<file path="config.mk">
export PLATFORM = sky130hd
export DESIGN_NAME = mmcm_phase_supervisor
export DESIGN_NICKNAME = d
export VERILOG_FILES = /design/src/rtl/zcu_clk_pkg.sv /design/src/rtl/clk_sync_bit.sv /design/src/rtl/mmcm_phase_supervisor.sv
export SDC_FILE = /design/constraint.sdc
export NUM_CORES = 1
export LEC_CHECK = 0
export ABC_AREA = 1
export CAP_MARGIN = 15
export CORE_ASPECT_RATIO = 0.6
export CORE_MARGIN = 5
export CORE_UTILIZATION = 40
export CTS_BUF_LIST = sky130_fd_sc_hd__clkbuf_4 sky130_fd_sc_hd__clkbuf_8
export DETAILED_ROUTE_END_ITERATION = 12
export HOLD_SLACK_MARGIN = 0.02
export PLACE_DENSITY = 0.73
export REMOVE_ABC_BUFFERS = 1
export SETUP_SLACK_MARGIN = 0.05
export SLEW_MARGIN = 20
export SYNTH_ARGS = -nofsm -noshare
export SYNTH_HDL_FRONTEND = slang
export SYNTH_SLANG_ARGS = --single-unit
</file>
<file path="constraint.sdc">
create_clock -name clk -period 2.5 [get_ports clk]
set_input_delay 0.625 -clock clk [delete_from_list [all_inputs] [get_ports clk]]
set_output_delay 0.625 -clock clk [all_outputs]
set_load 0.01 [all_outputs]
</file>
<file path="src/rtl/zcu_clk_pkg.sv">
// Shared types and helpers for the clock-infrastructure supervisors.
package zcu_clk_pkg;

  typedef enum logic [2:0] {
    RST_ASSERT,
    WAIT_LOCK,
    SETTLE,
    IDLE,
    PS_ISSUE,
    PS_WAIT,
    FAULT
  } sup_state_t;

  localparam int unsigned STAT_W = 8;

  // Bits needed for a counter that runs 0 .. max_val-1.
  function automatic int unsigned cnt_width(input int unsigned max_val);
    return (max_val < 2) ? 1 : $clog2(max_val);
  endfunction

  function automatic int unsigned max3(input int unsigned a, input int unsigned b,
                                       input int unsigned c);
    int unsigned m;
    m = (a > b) ? a : b;
    return (m > c) ? m : c;
  endfunction

  function automatic logic [STAT_W-1:0] sat_inc(input logic [STAT_W-1:0] v);
    return (v == {STAT_W{1'b1}}) ? v : v + STAT_W'(1);
  endfunction

endpackage

</file>
<file path="src/rtl/clk_sync_bit.sv">
// Two-flop synchroniser for a single asynchronous level.
module clk_sync_bit (
  input  logic clk,
  input  logic rst,
  input  logic d,
  output logic q
);

  (* ASYNC_REG = "TRUE" *) logic meta_q;
  (* ASYNC_REG = "TRUE" *) logic sync_q;

  always_ff @(posedge clk) begin
    if (rst) begin
      meta_q <= 1'b0;
      sync_q <= 1'b0;
    end else begin
      meta_q <= d;
      sync_q <= meta_q;
    end
  end

  assign q = sync_q;

endmodule

</file>
<file path="src/rtl/mmcm_phase_supervisor.sv">
// MMCM reset sequencing, lock qualification with retry/fault, and
// dynamic fine phase-shift walking toward a signed target.
module mmcm_phase_supervisor
  import zcu_clk_pkg::*;
#(
  parameter int unsigned RST_CYCLES    = 16,
  parameter int unsigned LOCK_TIMEOUT  = 65535,
  parameter int unsigned SETTLE_CYCLES = 64,
  parameter int unsigned MAX_RETRIES   = 3,
  parameter int unsigned PS_W          = 16
) (
  input  logic                   clk,
  input  logic                   rst,
  input  logic                   mmcm_locked,
  output logic                   mmcm_rst,
  output logic                   ps_en,
  output logic                   ps_incdec,
  input  logic                   ps_done,
  input  logic                   ps_req,
  input  logic signed [PS_W-1:0] ps_target,
  output logic signed [PS_W-1:0] ps_current,
  output logic                   ready,
  output logic                   phase_ok,
  output logic                   fault,
  output logic [STAT_W-1:0]      retry_cnt,
  output logic [STAT_W-1:0]      lock_lost_cnt
);

  localparam int unsigned CNT_W = cnt_width(max3(RST_CYCLES, LOCK_TIMEOUT, SETTLE_CYCLES));

  sup_state_t              state_q, state_d;
  logic [CNT_W-1:0]        cnt_q, cnt_d;
  logic signed [PS_W-1:0]  target_q, target_d;
  logic signed [PS_W-1:0]  cur_d;
  logic                    dir_d;
  logic [STAT_W-1:0]       retry_d, lost_d;
  logic                    lock_loss;
  logic                    ready_d;
  logic                    locked_s;

  clk_sync_bit u_lock_sync (
    .clk (clk),
    .rst (rst),
    .d   (mmcm_locked),
    .q   (locked_s)
  );

  // Next-state and next-value logic for the whole supervisor.
  always_comb begin
    state_d   = state_q;
    cnt_d     = cnt_q + CNT_W'(1);
    target_d  = target_q;
    cur_d     = ps_current;
    dir_d     = ps_incdec;
    retry_d   = retry_cnt;
    lost_d    = lock_lost_cnt;
    lock_loss = 1'b0;

    if (ps_req && (state_q != FAULT)) target_d = ps_target;

    case (state_q)
      RST_ASSERT: begin
        if (cnt_q == CNT_W'(RST_CYCLES - 1)) begin
          state_d = WAIT_LOCK;
          cnt_d   = '0;
        end
      end
      WAIT_LOCK: begin
        if (locked_s) begin
          state_d = SETTLE;
          cnt_d   = '0;
        end else if (cnt_q == CNT_W'(LOCK_TIMEOUT - 1)) begin
          retry_d = sat_inc(retry_cnt);
          cnt_d   = '0;
          state_d = (retry_d == STAT_W'(MAX_RETRIES)) ? FAULT : RST_ASSERT;
        end
      end
      SETTLE: begin
        if (!locked_s) begin
          cnt_d = '0;
        end else if (cnt_q == CNT_W'(SETTLE_CYCLES - 1)) begin
          state_d = IDLE;
          retry_d = '0;
          cnt_d   = '0;
        end
      end
      IDLE: begin
        if (!locked_s) begin
          lock_loss = 1'b1;
        end else if (ps_current != target_q) begin
          state_d = PS_ISSUE;
          dir_d   = (target_q > ps_current);
        end
      end
      PS_ISSUE: begin
        if (!locked_s) begin
          lock_loss = 1'b1;
        end else begin
          state_d = PS_WAIT;
          cnt_d   = '0;
        end
      end
      PS_WAIT: begin
        // A PSDONE that never arrives is handled like a lost lock.
        if (!locked_s || (cnt_q == CNT_W'(LOCK_TIMEOUT - 1))) begin
          lock_loss = 1'b1;
        end else if (ps_done) begin
          cur_d   = ps_incdec ? ps_current + PS_W'(1) : ps_current - PS_W'(1);
          state_d = IDLE;
        end
      end
      FAULT: begin
        cnt_d = cnt_q;
      end
      default: begin
        state_d = RST_ASSERT;
        cnt_d   = '0;
      end
    endcase

    if (lock_loss) begin
      lost_d  = sat_inc(lock_lost_cnt);
      state_d = RST_ASSERT;
      cnt_d   = '0;
    end

    // The MMCM drops any applied phase offset while held in reset.
    if (state_d == RST_ASSERT) cur_d = '0;

    ready_d = (state_d == IDLE) || (state_d == PS_ISSUE) || (state_d == PS_WAIT);
  end

  always_ff @(posedge clk) begin
    if (rst) begin
      state_q       <= RST_ASSERT;
      cnt_q         <= '0;
      target_q      <= '0;
      ps_current    <= '0;
      ps_incdec     <= 1'b0;
      retry_cnt     <= '0;
      lock_lost_cnt <= '0;
      mmcm_rst      <= 1'b1;
      ps_en         <= 1'b0;
      ready         <= 1'b0;
      phase_ok      <= 1'b0;
      fault         <= 1'b0;
    end else begin
      state_q       <= state_d;
      cnt_q         <= cnt_d;
      target_q      <= target_d;
      ps_current    <= cur_d;
      ps_incdec     <= dir_d;
      retry_cnt     <= retry_d;
      lock_lost_cnt <= lost_d;
      mmcm_rst      <= (state_d == RST_ASSERT) || (state_d == FAULT);
      ps_en         <= (state_d == PS_ISSUE);
      ready         <= ready_d;
      phase_ok      <= ready_d && (cur_d == target_d);
      fault         <= (state_d == FAULT);
    end
  end

endmodule

</file>
==> reports/metrics.cfg <==
[drt]
drcViolationCount=0
drt_iter0_markers=471
via_per_inst=5.11
num_vias=5881
drt_wl_total_um=16500
dr.pass1.iters=5
ant_nets=0
wl_per_cell_um=14.3

[synthesis]
synth_largest_area_cell=dfxtp_1
synth_edf_count=0
syn_area_per_cell_um2=6.42
ys_top_cells_by_count=nand2_1 (212), inv_1 (105), nor2_1 (97)
synth-seq-area-share=0.295
synth-seq-cells=75
synth_flop_cell=dfxtp_1
synth_area_leaders=dfxtp_1 (30%), nand2_1 (16%), ha_1 (8.4%)
yosys_warnings=0
netlist.area_leader.share=0.295
syn_area_um2=5080
synthArstFlopShare=0
syn_inst=792
synth_cell_type_count=49
synth_most_common_cell=nand2_1

[clock_network]
cts_tree=yes
cts_made_buffers=9
cts_root_buf=clkbuf_8
clkTransAtPathRegs_ps=80
clk-insertion-delay-late_ps=370
cts_max_path_buffers=2
cts_max_level=3
cts_sinks=75

[sta]
setup_viol=1
finalCritPeriodShare=1.08
tns_ps=-193
drv_slew=0
hold_viol_final=0
slew_headroom=0.531
fin_ws_ps=-193
max_freq_mhz=371
post-route-min-period_ps=2690
tightest_slew_ps=697
fin_skew_ps=7.94
rsz0062_at_grt=yes

[finish]
num-nets-final=1039
antenna-diode-count=0
synthToLayoutAreaGrowth_pct=51.2
drive_above_1_share=0.319

[global_routing]
antenna_found_initial=0
grt_util_all_layers=0.211
grt_max_degree=30
grt_pass1_vias=5431
grt_pass1_wl_um=26200
overflow=0

[min_path]
holdPathEnd=u_lock_sync.q
min_from=u_lock_sync.meta_q
whs_path_depth=2
hold_class=reg2reg

[floorplan]
num_rows=31
coreArea_um2=12300
floorplan.initialDensity=0.415
die_w_um=156
die-area_um2=15100
io_pins=59
fp.dieH_um=97.3

[power]
power_leakage_nw=3.51
p_total_mw=2.54
powerDensity_nw_per_um2=330
peakVddDrop_uv=213

[setup_path]
critical_path_class=reg2reg
crit_fanout=4
required_ps=2800
crit_path_end_kind=flop
reg2reg_depth=16
critPathLaunchType=flop
r2r_end=phase_ok
critPathArrivalTime_ps=3000
reg2reg_from=ps_current[2]
reg2reg_slack_ps=-190

[placement]
port_buffers=58
gp_congestion=0.912
dpl.hpwl_um=11600

[outcome]
status=complete, but fails checks
failed_checks=negative setup slack

[run]
max_cap_viol_count=0

[state kept, by name, indices dropped and copies added (netlist names)]
register,flops
retry_cnt,8
u_lock_sync.q,1
ready,1
target_q,16
phase_ok,1
state_q,3
fault,1
cnt_q,16
u_lock_sync.meta_q,1
ps_en,1
mmcm_rst,1
lock_lost_cnt,8
ps_incdec,1
ps_current,16
[placed cells by master, fill, tap and decap left out, types with 2 or more instances in the layout]
master / instances
o21bai_1: 2
nor4_1: 2
inv_4: 3
nand2_2: 25
buf_12: 3
nand4_1: 10
a21boi_0: 2
nor2_1: 81
nand3_4: 2
mux2i_1: 4
inv_1: 89
buf_6: 6
inv_2: 22
o21a_1: 2
nand3_1: 35
nor3_1: 7
nand3b_1: 2
buf_4: 127
nor2_2: 18
ha_4: 18
xor2_1: 11
nand2_4: 8
dfxtp_1: 51
ha_1: 16
clkdlybuf4s50_1: 57
xnor2_1: 6
nand2_1: 186
a21oi_1: 46
o21ai_0: 40
o21ai_2: 5
nor2_4: 7
nand3_2: 11
a31o_2: 2
o31ai_1: 2
o21ai_1: 11
a21oi_2: 8
clkbuf_8: 10
dfxtp_2: 24
[report_power, final]
part	switching, mW	total [mW]	leakage [nW]	internal (mW)
Clock	0.490	0.984	0.0988	0.495
Sequential	0.0220	1.24	0.621	1.22
Combinational	0.165	0.312	2.79	0.147
Total	0.677	2.54	3.51	1.86
[worst max path at each step]
stage              startpoint        to  depth (start not counted)
5_1_grt          retry_cnt[1]  phase_ok                         24
2_1_floorplan       ps_incdec  phase_ok                         16
3_5_place_dp   ps_current[13]  phase_ok                         21
4_1_cts         ps_current[5]  phase_ok                         21
6_report        ps_current[2]  phase_ok                         16
3_3_place_gp   ps_current[15]  phase_ok                         21
[worst max-delay path, stage by stage (launching register included)]
cell      delay, ps
dfxtp_2         320
buf_4           140
ha_1            370
nand2_1          90
o21ai_2         270
a21boi_4        100
buf_4           150
xor2_1          130
o21ai_0         260
nand2_1         140
nand2_1          90
nand2_2          80
nor2_2          110
nand2_1          70
nor2_2          150
nand3_1          90
nor2_1           80
[per-layer routing]
layer,vias to the layer above,share of wire,GRT usage
met1,2712,0.46,0.289
li1,2934,-,-
met2,199,0.45,0.330
met5,-,0,0
met4,0,0.021,0.0538
met3,36,0.072,0.0561
[metrics by stage]
step	utilization	std cells	hold slack, ps	worst slack [ps]	area, µm²
final	0.627	1152	427	-193	7680
after global routing	0.627	1152	457	-307	7680
after CTS	0.602	1142	419	-69.7	7370
after detailed placement	0.546	1115	404	-356	6690
after global placement	0.546	1115	409	-326	6690
after floorplan	-	776	388	-137	5000
[cell type report]
class                   instances  area, µm²
flip-flops and latches         75       1530
multi-input cells             586       3610
inverters                     115        439
repair buffers                196       1700
clock buffers                  11        145
clock inverters                 4       51.3
fillers                      1076       4570
well taps                     165        206
[repair_timing]
action	in CTS	in global routing
pin swaps	45	49
hold buffers	0	0
buffers inserted	11	10
setup endpoints to repair	11	8
gates resized for setup	95	76
cloned	1	0
[logic make-up (layout without fill, tap and decap cells)]
group                      count (synthesis)  count (layout)  share of synthesized area
AOI/OAI and AO/OA                        133             133                      0.145
xor gates and xnor gates                  17              17                     0.0293
adders and majority gates                 35              35                     0.0876
buffers and inverters                    131             326                      0.101
DFF                                       75              75                      0.295
muxes                                      4               4                    0.00788
and+or+nand+nor                          397             397                      0.333
Note: power is estimated with default switching activity, not from simulation.
